$ cat config.mk
export PLATFORM = sky130hd
export DESIGN_NAME = time_phase_ctrl
export DESIGN_NICKNAME = d
export VERILOG_FILES = /design/src/rtl/time_phase_ctrl.sv
export SDC_FILE = /design/constraint.sdc
export NUM_CORES = 1
export LEC_CHECK = 0
export CORE_UTILIZATION = 44
export DETAILED_ROUTE_END_ITERATION = 8
export PLACE_DENSITY = 0.62
export SLEW_MARGIN = 20
export SYNTH_ARGS = -nofsm -noshare
export SYNTH_HDL_FRONTEND = slang
export SYNTH_SLANG_ARGS = --single-unit
$ cat constraint.sdc
create_clock -name CLK -period 4.3 [get_ports CLK]
set_input_delay 0.86 -clock CLK [delete_from_list [all_inputs] [get_ports CLK]]
set_output_delay 0.86 -clock CLK [all_outputs]
set_load 0.01 [all_outputs]
$ cat src/rtl/time_phase_ctrl.sv
// Three-phase T1/T2/T3 sequencer with tick prescaler, per-phase dwell, run/stop/step control
// and a completed-cycle counter. Optional per-run pass limit under `TIME_CYCLE_LIMIT_EN`.
module time_phase_ctrl #(
  parameter int DIV     = 25000000,
  parameter int DIV_W   = 26,
  parameter int DWELL_W = 4
) (
  input  logic               CLK,
  input  logic               Rst,
  input  logic               nSTART,
  input  logic               nSTOP,
  input  logic               nSTEP,
  input  logic [DWELL_W-1:0] DWELL1,
  input  logic [DWELL_W-1:0] DWELL2,
  input  logic [DWELL_W-1:0] DWELL3,
`ifdef TIME_CYCLE_LIMIT_EN
  input  logic [7:0]         CYC_LIMIT,
`endif
  output logic               T1,
  output logic               T2,
  output logic               T3,
  output logic               BUSY,
  output logic               CYC_DONE,
  output logic [7:0]         CYC_CNT
);

  // The phase encoding is itself one-hot, so T1..T3 come straight from flops.
  typedef enum logic [2:0] {
    PH_IDLE = 3'b000,
    PH_T1   = 3'b001,
    PH_T2   = 3'b010,
    PH_T3   = 3'b100
  } phase_e;

  typedef enum logic {
    MODE_RUN  = 1'b0,
    MODE_STEP = 1'b1
  } mode_e;

  localparam logic [DIV_W-1:0] PRESC_LAST = DIV_W'(DIV - 1);

  function automatic logic [DWELL_W-1:0] dwell_load(input logic [DWELL_W-1:0] d);
    if (d == '0) dwell_load = DWELL_W'(1);
    else         dwell_load = d;
  endfunction

  phase_e             phase_q, phase_d;
  mode_e              mode_q, mode_d;
  logic               stop_q, stop_d;
  logic [DIV_W-1:0]   presc_q, presc_d;
  logic [DWELL_W-1:0] dwell_q, dwell_d;
  logic               busy_q, busy_d;
  logic               done_q, done_d;
  logic [7:0]         cnt_q, cnt_d;
  logic               tick_s;
  logic               phase_end_s;
  logic               start_run_s;
  logic               start_step_s;
  logic               stop_now_s;
  logic               limit_hit_s;
`ifdef TIME_CYCLE_LIMIT_EN
  logic [7:0]         limit_q, limit_d;
  logic [7:0]         pass_q, pass_d;
`endif

  // Next-state, prescaler, dwell and counter logic.
  always_comb begin
    phase_d      = phase_q;
    mode_d       = mode_q;
    stop_d       = stop_q;
    presc_d      = presc_q;
    dwell_d      = dwell_q;
    cnt_d        = cnt_q;
    done_d       = 1'b0;
`ifdef TIME_CYCLE_LIMIT_EN
    limit_d      = limit_q;
    pass_d       = pass_q;
    limit_hit_s  = (limit_q != 8'd0) && ((pass_q + 8'd1) == limit_q);
`else
    limit_hit_s  = 1'b0;
`endif
    tick_s       = (presc_q == PRESC_LAST);
    phase_end_s  = tick_s && (dwell_q == DWELL_W'(1));
    start_run_s  = !nSTART && nSTOP;
    start_step_s = nSTART && !nSTEP && nSTOP;
    stop_now_s   = stop_q || ((mode_q == MODE_RUN) && !nSTOP);

    if (phase_q == PH_IDLE) begin
      presc_d = '0;
    end else if (tick_s) begin
      presc_d = '0;
      dwell_d = dwell_q - DWELL_W'(1);
    end else begin
      presc_d = presc_q + DIV_W'(1);
    end

    // A stop request seen in RUN is held until the pass finishes.
    if ((phase_q != PH_IDLE) && (mode_q == MODE_RUN) && !nSTOP) begin
      stop_d = 1'b1;
    end else begin
      stop_d = stop_d;
    end

    case (phase_q)
      PH_IDLE: begin
        stop_d = 1'b0;
        if (start_run_s) begin
          phase_d = PH_T1;
          mode_d  = MODE_RUN;
          dwell_d = dwell_load(DWELL1);
`ifdef TIME_CYCLE_LIMIT_EN
          limit_d = CYC_LIMIT;
          pass_d  = 8'd0;
`endif
        end else if (start_step_s) begin
          phase_d = PH_T1;
          mode_d  = MODE_STEP;
          dwell_d = dwell_load(DWELL1);
        end else begin
          phase_d = PH_IDLE;
        end
      end
      PH_T1: begin
        if (phase_end_s) begin
          phase_d = PH_T2;
          dwell_d = dwell_load(DWELL2);
        end else begin
          phase_d = PH_T1;
        end
      end
      PH_T2: begin
        if (phase_end_s) begin
          phase_d = PH_T3;
          dwell_d = dwell_load(DWELL3);
        end else begin
          phase_d = PH_T2;
        end
      end
      PH_T3: begin
        if (phase_end_s) begin
          done_d = 1'b1;
          cnt_d  = cnt_q + 8'd1;
`ifdef TIME_CYCLE_LIMIT_EN
          pass_d = pass_q + 8'd1;
`endif
          if ((mode_q == MODE_STEP) || stop_now_s ||
              ((mode_q == MODE_RUN) && limit_hit_s)) begin
            phase_d = PH_IDLE;
            stop_d  = 1'b0;
          end else begin
            phase_d = PH_T1;
            dwell_d = dwell_load(DWELL1);
          end
        end else begin
          phase_d = PH_T3;
        end
      end
      default: begin
        phase_d = PH_IDLE;
        stop_d  = 1'b0;
        presc_d = '0;
      end
    endcase

    busy_d = (phase_d != PH_IDLE);
  end

  // State and output registers.
  always_ff @(posedge CLK or posedge Rst) begin
    if (Rst) begin
      phase_q <= PH_IDLE;
      mode_q  <= MODE_RUN;
      stop_q  <= 1'b0;
      presc_q <= '0;
      dwell_q <= '0;
      busy_q  <= 1'b0;
      done_q  <= 1'b0;
      cnt_q   <= 8'd0;
`ifdef TIME_CYCLE_LIMIT_EN
      limit_q <= 8'd0;
      pass_q  <= 8'd0;
`endif
    end else begin
      phase_q <= phase_d;
      mode_q  <= mode_d;
      stop_q  <= stop_d;
      presc_q <= presc_d;
      dwell_q <= dwell_d;
      busy_q  <= busy_d;
      done_q  <= done_d;
      cnt_q   <= cnt_d;
`ifdef TIME_CYCLE_LIMIT_EN
      limit_q <= limit_d;
      pass_q  <= pass_d;
`endif
    end
  end

  assign T1       = phase_q[0];
  assign T2       = phase_q[1];
  assign T3       = phase_q[2];
  assign BUSY     = busy_q;
  assign CYC_DONE = done_q;
  assign CYC_CNT  = cnt_q;

endmodule
### Yosys cells after proc, flatten, opt, wreduce, memory -nomap -nowiden

Index checks and enable logic that the tools add are counted.

| storage, ports and cells | value |
|---|---|
| output and inout port bits | 13 |
| word-level logic and storage cells | 70 |
| input bits | 17 |
| register bits | 45 |

| operators by class | value |
|---|---|
| reductions and logical operators | 23 |
| multiplexer cells | 30 |
| bitwise operators | 1 |
| add/sub/neg operators | 3 |
| equality and inequality tests | 5 |

Operator list:

| cell | count |
|---|---|
| 26-bit 2-to-1 mux | 3 |
| 4-bit 2-to-1 mux | 11 |
| 26-bit by 1-bit adder with 26-bit output, second input constant | 1 |
| 26-bit by 25-bit equality test with 1-bit output, second input constant | 1 |
| 4-bit case mux with 4 select lines | 1 |
| 4-bit zero test | 3 |
| 3-bit case mux with 4 select lines | 1 |
| 1-bit 2-to-1 mux | 10 |
| 8-bit by 1-bit adder with 8-bit output, second input constant | 1 |
| 1-bit logical AND | 7 |
| 3-bit 2-to-1 mux | 2 |
| 3-bit nonzero test | 2 |
| 4-bit by 1-bit equality test with 1-bit output, second input constant | 1 |
| 2-bit AND reduction | 2 |
| 4-bit OR reduction | 1 |
| 4-bit by 1-bit subtractor with 4-bit output, second input constant | 1 |
| 3-bit by 1-bit equality test with 1-bit output, second input constant | 1 |
| 3-bit by 2-bit equality test with 1-bit output, second input constant | 1 |
| 3-bit equality test, second input constant | 1 |
| 1-bit zero test | 3 |
| 3-bit zero test | 1 |
| 1-bit logical OR | 2 |
| 2-bit 2-to-1 mux | 1 |
| 1-bit case mux with 2 select lines | 1 |
| 3 further kinds | 3 |

### Logic depth before layout (Yosys ltp)

| depth | value |
|---|---|
| depth in word-level cells | 8 |
| gate-level depth with buffers | 7 |
| depth with buffers taken out | 6 |

### Least setup slack after synthesis

Ideal clock, no wire load.

| timing path | value |
|---|---|
| path kind | reg-to-reg |
| start point | reg presc_q[0] |
| end point | reg cnt_q[7] (netlist: CYC_CNT[7]) |
| path slack | 2.137 ns |
| data arrival time | 2.083 ns |
| buffers on the path | 1 |
| cell stages (with the launch flop) | 8 |
| period minus slack after synthesis | 2.163 ns |
| library setup time | 0.079 ns |
| required time | 4.221 ns |
| cell sequence | dfrtp_1 ha_1 nand4_2 nand4bb_4 or4_1 buf_6 nor4_4 xor2_1 |

| on the way | value |
|---|---|
| cells in the longest elaborated chain, start to end | 3 |

RTL lines:

| item | RTL line | source |
|---|---|---|
| start, declared | 50 | `logic [DIV_W-1:0] presc_q, presc_d;` |
| start signal, assigned | 187 | `presc_q <= presc_d;` |
| 26-bit by 25-bit equality test with 1-bit output | 82 | `tick_s = (presc_q == PRESC_LAST);` |
| 1-bit logical AND | 83 | `phase_end_s = tick_s && (dwell_q == DWELL_W'(1));` |
| 2-bit AND reduction (no line) | - |  |
| end signal, assigned | 191 | `cnt_q <= cnt_d;` |
| end, declared | 54 | `logic [7:0] cnt_q, cnt_d;` |

No other way between the ends.
A chain may end at the register's enable or synchronous reset.

### Worst setup path in the final report

Same ends and word-level chain as after synthesis.

==> results by group <==
Timing
  • Fin. Hold Viols: 0
  • Worst clock skew: slightly above 0.005 ns
  • RSZ-0062 raised after global routing: false
  • Final TNS setup: 0 ns
  • # setup viols final: 0
  • Tmin final: between 2 and 2.5 ns
  • Fin. max-slew vios: 0
  • Slew @ Worst Pin: 0.941 ns
  • Max_slew headroom: between 30 and 40%
  • F_max: slightly above 400 MHz
  • Tcrit/Tclk final: 56.1%

CTS
  • CTS tree: built
  • Post-CTS Hold Fix Bufs: 0
  • CTS resizes: 0
  • Post-CTS repair timing setup buffer count: 0
  • Sink Count: 45
  • Clk_lat worst skew: between 0.2 and 0.3 ns
  • Root Driver: clkbuf_8
  • CTS Buffer Depth: 2
  • CTS Buf Count: 5
  • Worst-path clk slew: around 0.080 ns
  • H-tree levels: 2

Pwr
  • Total Power: between 0.7 and 0.8 mW
  • PD cells: about 260 nW/um^2
  • P_leak: around 1.3 nW
  • Max IR drop VDD: between 0.15 and 0.2 mV

Run
  • Max cap viols: 0

Floorplan
  • IO Pins: 30
  • Core Region: between 5000 and 6000 sq um
  • Die span in y: around 77 um
  • Die ar.: 5960 sq um
  • # rows: 27
  • Initial Util: between 40% and 50%
  • Die width: ~77 um

Logic synthesis
  • Post-synth net total: around 280
  • Fraction of the mapped netlist area in adder cells: under 10%
  • Post-Syn Instances: between 200 and 300
  • Share of the synthesized area in the top cell type: ~45%
  • Cell with the most instances after synthesis: dfrtp_1
  • Top_reg_cell synth: dfrtp_1
  • Synth Area in Compound Gates: 8.10%
  • Post-synth EDFFs: 0
  • Top post-synthesis cells by area: dfrtp_1, xor2_1, nor2_1
  • Ys async rst share: between 90% and 100%
  • Avg Synthesized Cell Area: around 9.5 sq um
  • #FFs+latches synth: 45
  • Post-synth cell types: 45
  • Yosys warnings: 0
  • Seq/Total Area, Yosys: about 45%
  • Largest family of logic cells by synthesized area: simple AND/OR/NAND/NOR gates
  • Mux cell area share after synthesis: 1.76%
  • Cell taking the most area after synthesis: dfrtp_1
  • Synth Cell Area: approximately 2500 sq um
  • Synth cell count leaders: dfrtp_1, nor2_1, nand2_1, xor2_1, xnor2_1
  • Post-Synth XOR/XNOR Area: about 11%
  • Post-Synth Simple-Gate Area: between 20% and 30%

GRT
  • Antenna violations before repair: 0
  • First-pass GRT wire length: roughly 8.7 mm
  • Vias in the first global route: 1,888
  • Grt ovf: 0
  • Largest net degree at the start of global routing: 46
  • GRT Overall Usage: roughly 18%

Finish
  • Nets: ~310
  • Ant diodes: 0
  • Multi-input logic area: between 1000 and 1500 sq um
  • Area occupied by registers: about 1100 sq um
  • Core Util, Final: 53.9%
  • Area delta synth->final: 18.6%
  • Fraction of layout cells with a size suffix above 1: 7.17%
  • Fill count: 510
  • Fin cells: about 370
  • Design area: 2950 sq um

Detailed routing
  • Drt drc: 2
  • DR vias: about 2,000
  • WL final: 5.01 mm
  • WL per Instance: between 10 and 15 um
  • Drt pass-1 iters: 6
  • Detailed Route Iter0 Violations: 142
  • Post-route ant nets: 0
  • Routed vias/inst: roughly 5.4

Place
  • Detailed placer's ending HPWL: around 3.5 mm
  • Post-placement cell area: between 2000 and 3000 sq um
  • Port-buffer cells: 29
  • Global placer's final weighted congestion: 0.806
  • Placed Cells: ~360

Worst setup path
  • CP max stage delay: 0.75 ns
  • CP startpoint kind: flip-flop
  • CP Max Fanout: 8
  • Critical Path AT: 2.63 ns
  • WS Path Type: flip-flop to flip-flop
  • Crit-path cells: ha_1 > nand4_2 > nand4bb_4 > or4_1 > nor4_4 > xor2_1
  • Worst path slowest cell: or4_1
  • CP endpoint kind: flip-flop
  • Required @ worst endpoint: 4.52 ns

Run status
  • Violated checks: DRC
  • Status: complete, but fails checks

Worst hold path
  • HP Class: flip-flop to flip-flop
[power by group]
group | total [mW] | switching, mW | internal [mW] | leakage (nW)
combinational | 0.0375 | 0.0173 | 0.0202 | 0.614
sequential | 0.429 | 0.00304 | 0.426 | 0.585
clock | 0.304 | 0.135 | 0.169 | 0.0540
[state kept, by name, summed over array words and instances, names as in the netlist]
| register | cells |
|---|---|
| CYC_DONE | 1 |
| mode_q | 1 |
| presc_q | 26 |
| phase_q | 3 |
| CYC_CNT | 8 |
| stop_q | 1 |
| BUSY | 1 |
| dwell_q | 4 |
[per-layer routing]
layer	wire [um]	GRT usage [%]
met1	2470	25.4
met2	2360	29.0
met3	155	3.33
met4	15	3.96
met5	0	0
[cell families (layout without fill, tap and decap cells)]
kind of cell	after synthesis	count (layout)
AND/OR/NAND/NOR	130	130
multiplexers	4	4
XOR/XNOR	31	31
flip-flops	45	45
AO/OA/AOI/OAI	34	34
buffers and inverters	15	45
adder cells (fa/ha/maj)	4	4
[layout make-up]
cell class / count / area share (%)
multi-input cells: 203 / 44.0
flip-flops and latches: 45 / 38.2
repair buffers: 31 / 10.4
well taps: 72 / 3.05
clock buffers: 5 / 2.33
clock inverters: 2 / 1.19
inverters: 7 / 0.891
[placed cells by master (no fill, tap or decap), types with 2 or more instances in the layout]
cell and n:
inv_1 6, nand3b_1 3, or4_1 2, nand2_1 19, nand2b_1 4, ha_1 4
xnor2_1 13, o21ai_0 12, nor4_2 2, mux2_2 3, o221ai_1 3, and4_1 2
and3_1 4, xor2_1 18, nor3_1 11, or3_1 5, nor2_1 37, clkbuf_8 5
a22oi_1 2, nor2b_1 5, buf_4 2, nand3_1 12, a21oi_1 10, nand4_1 7
nor4_1 5, dfrtp_1 45, clkdlybuf4s50_1 29, or2_2 2
[critical path, delay by kind of cell, from the launching register on]
family                   cells  cell delay (ns)
XOR/XNOR                     1             0.16
flip-flops                   1             0.39
adder cells (fa/ha/maj)      1             0.23
AND/OR/NAND/NOR              4             1.55
[final timing paths]
path                             from  cells past startpoint     endpoint  slack (ns)
min reg2reg                CYC_CNT[7]                      1   CYC_CNT[7]        0.47
max                        presc_q[0]                      6   CYC_CNT[7]        1.89
min                        CYC_CNT[7]                      1   CYC_CNT[7]        0.47
max in group asynchronous         Rst                      3  presc_q[20]        2.88
min in group asynchronous         Rst                      3     CYC_DONE        1.01
max reg2reg                presc_q[0]                      6   CYC_CNT[7]        1.89
[through the flow]
| step | hold WS, ns | setup slack (ns) |
|---|---|---|
| after floorplan | 0.455 | 2.14 |
| after global placement | 0.457 | 1.67 |
| after detailed placement | 0.459 | 1.63 |
| after CTS | 0.472 | 1.86 |
| after global routing | 0.478 | 1.67 |
| final | 0.468 | 1.89 |
No activity file was read; power rests on OpenSTA's default activity.
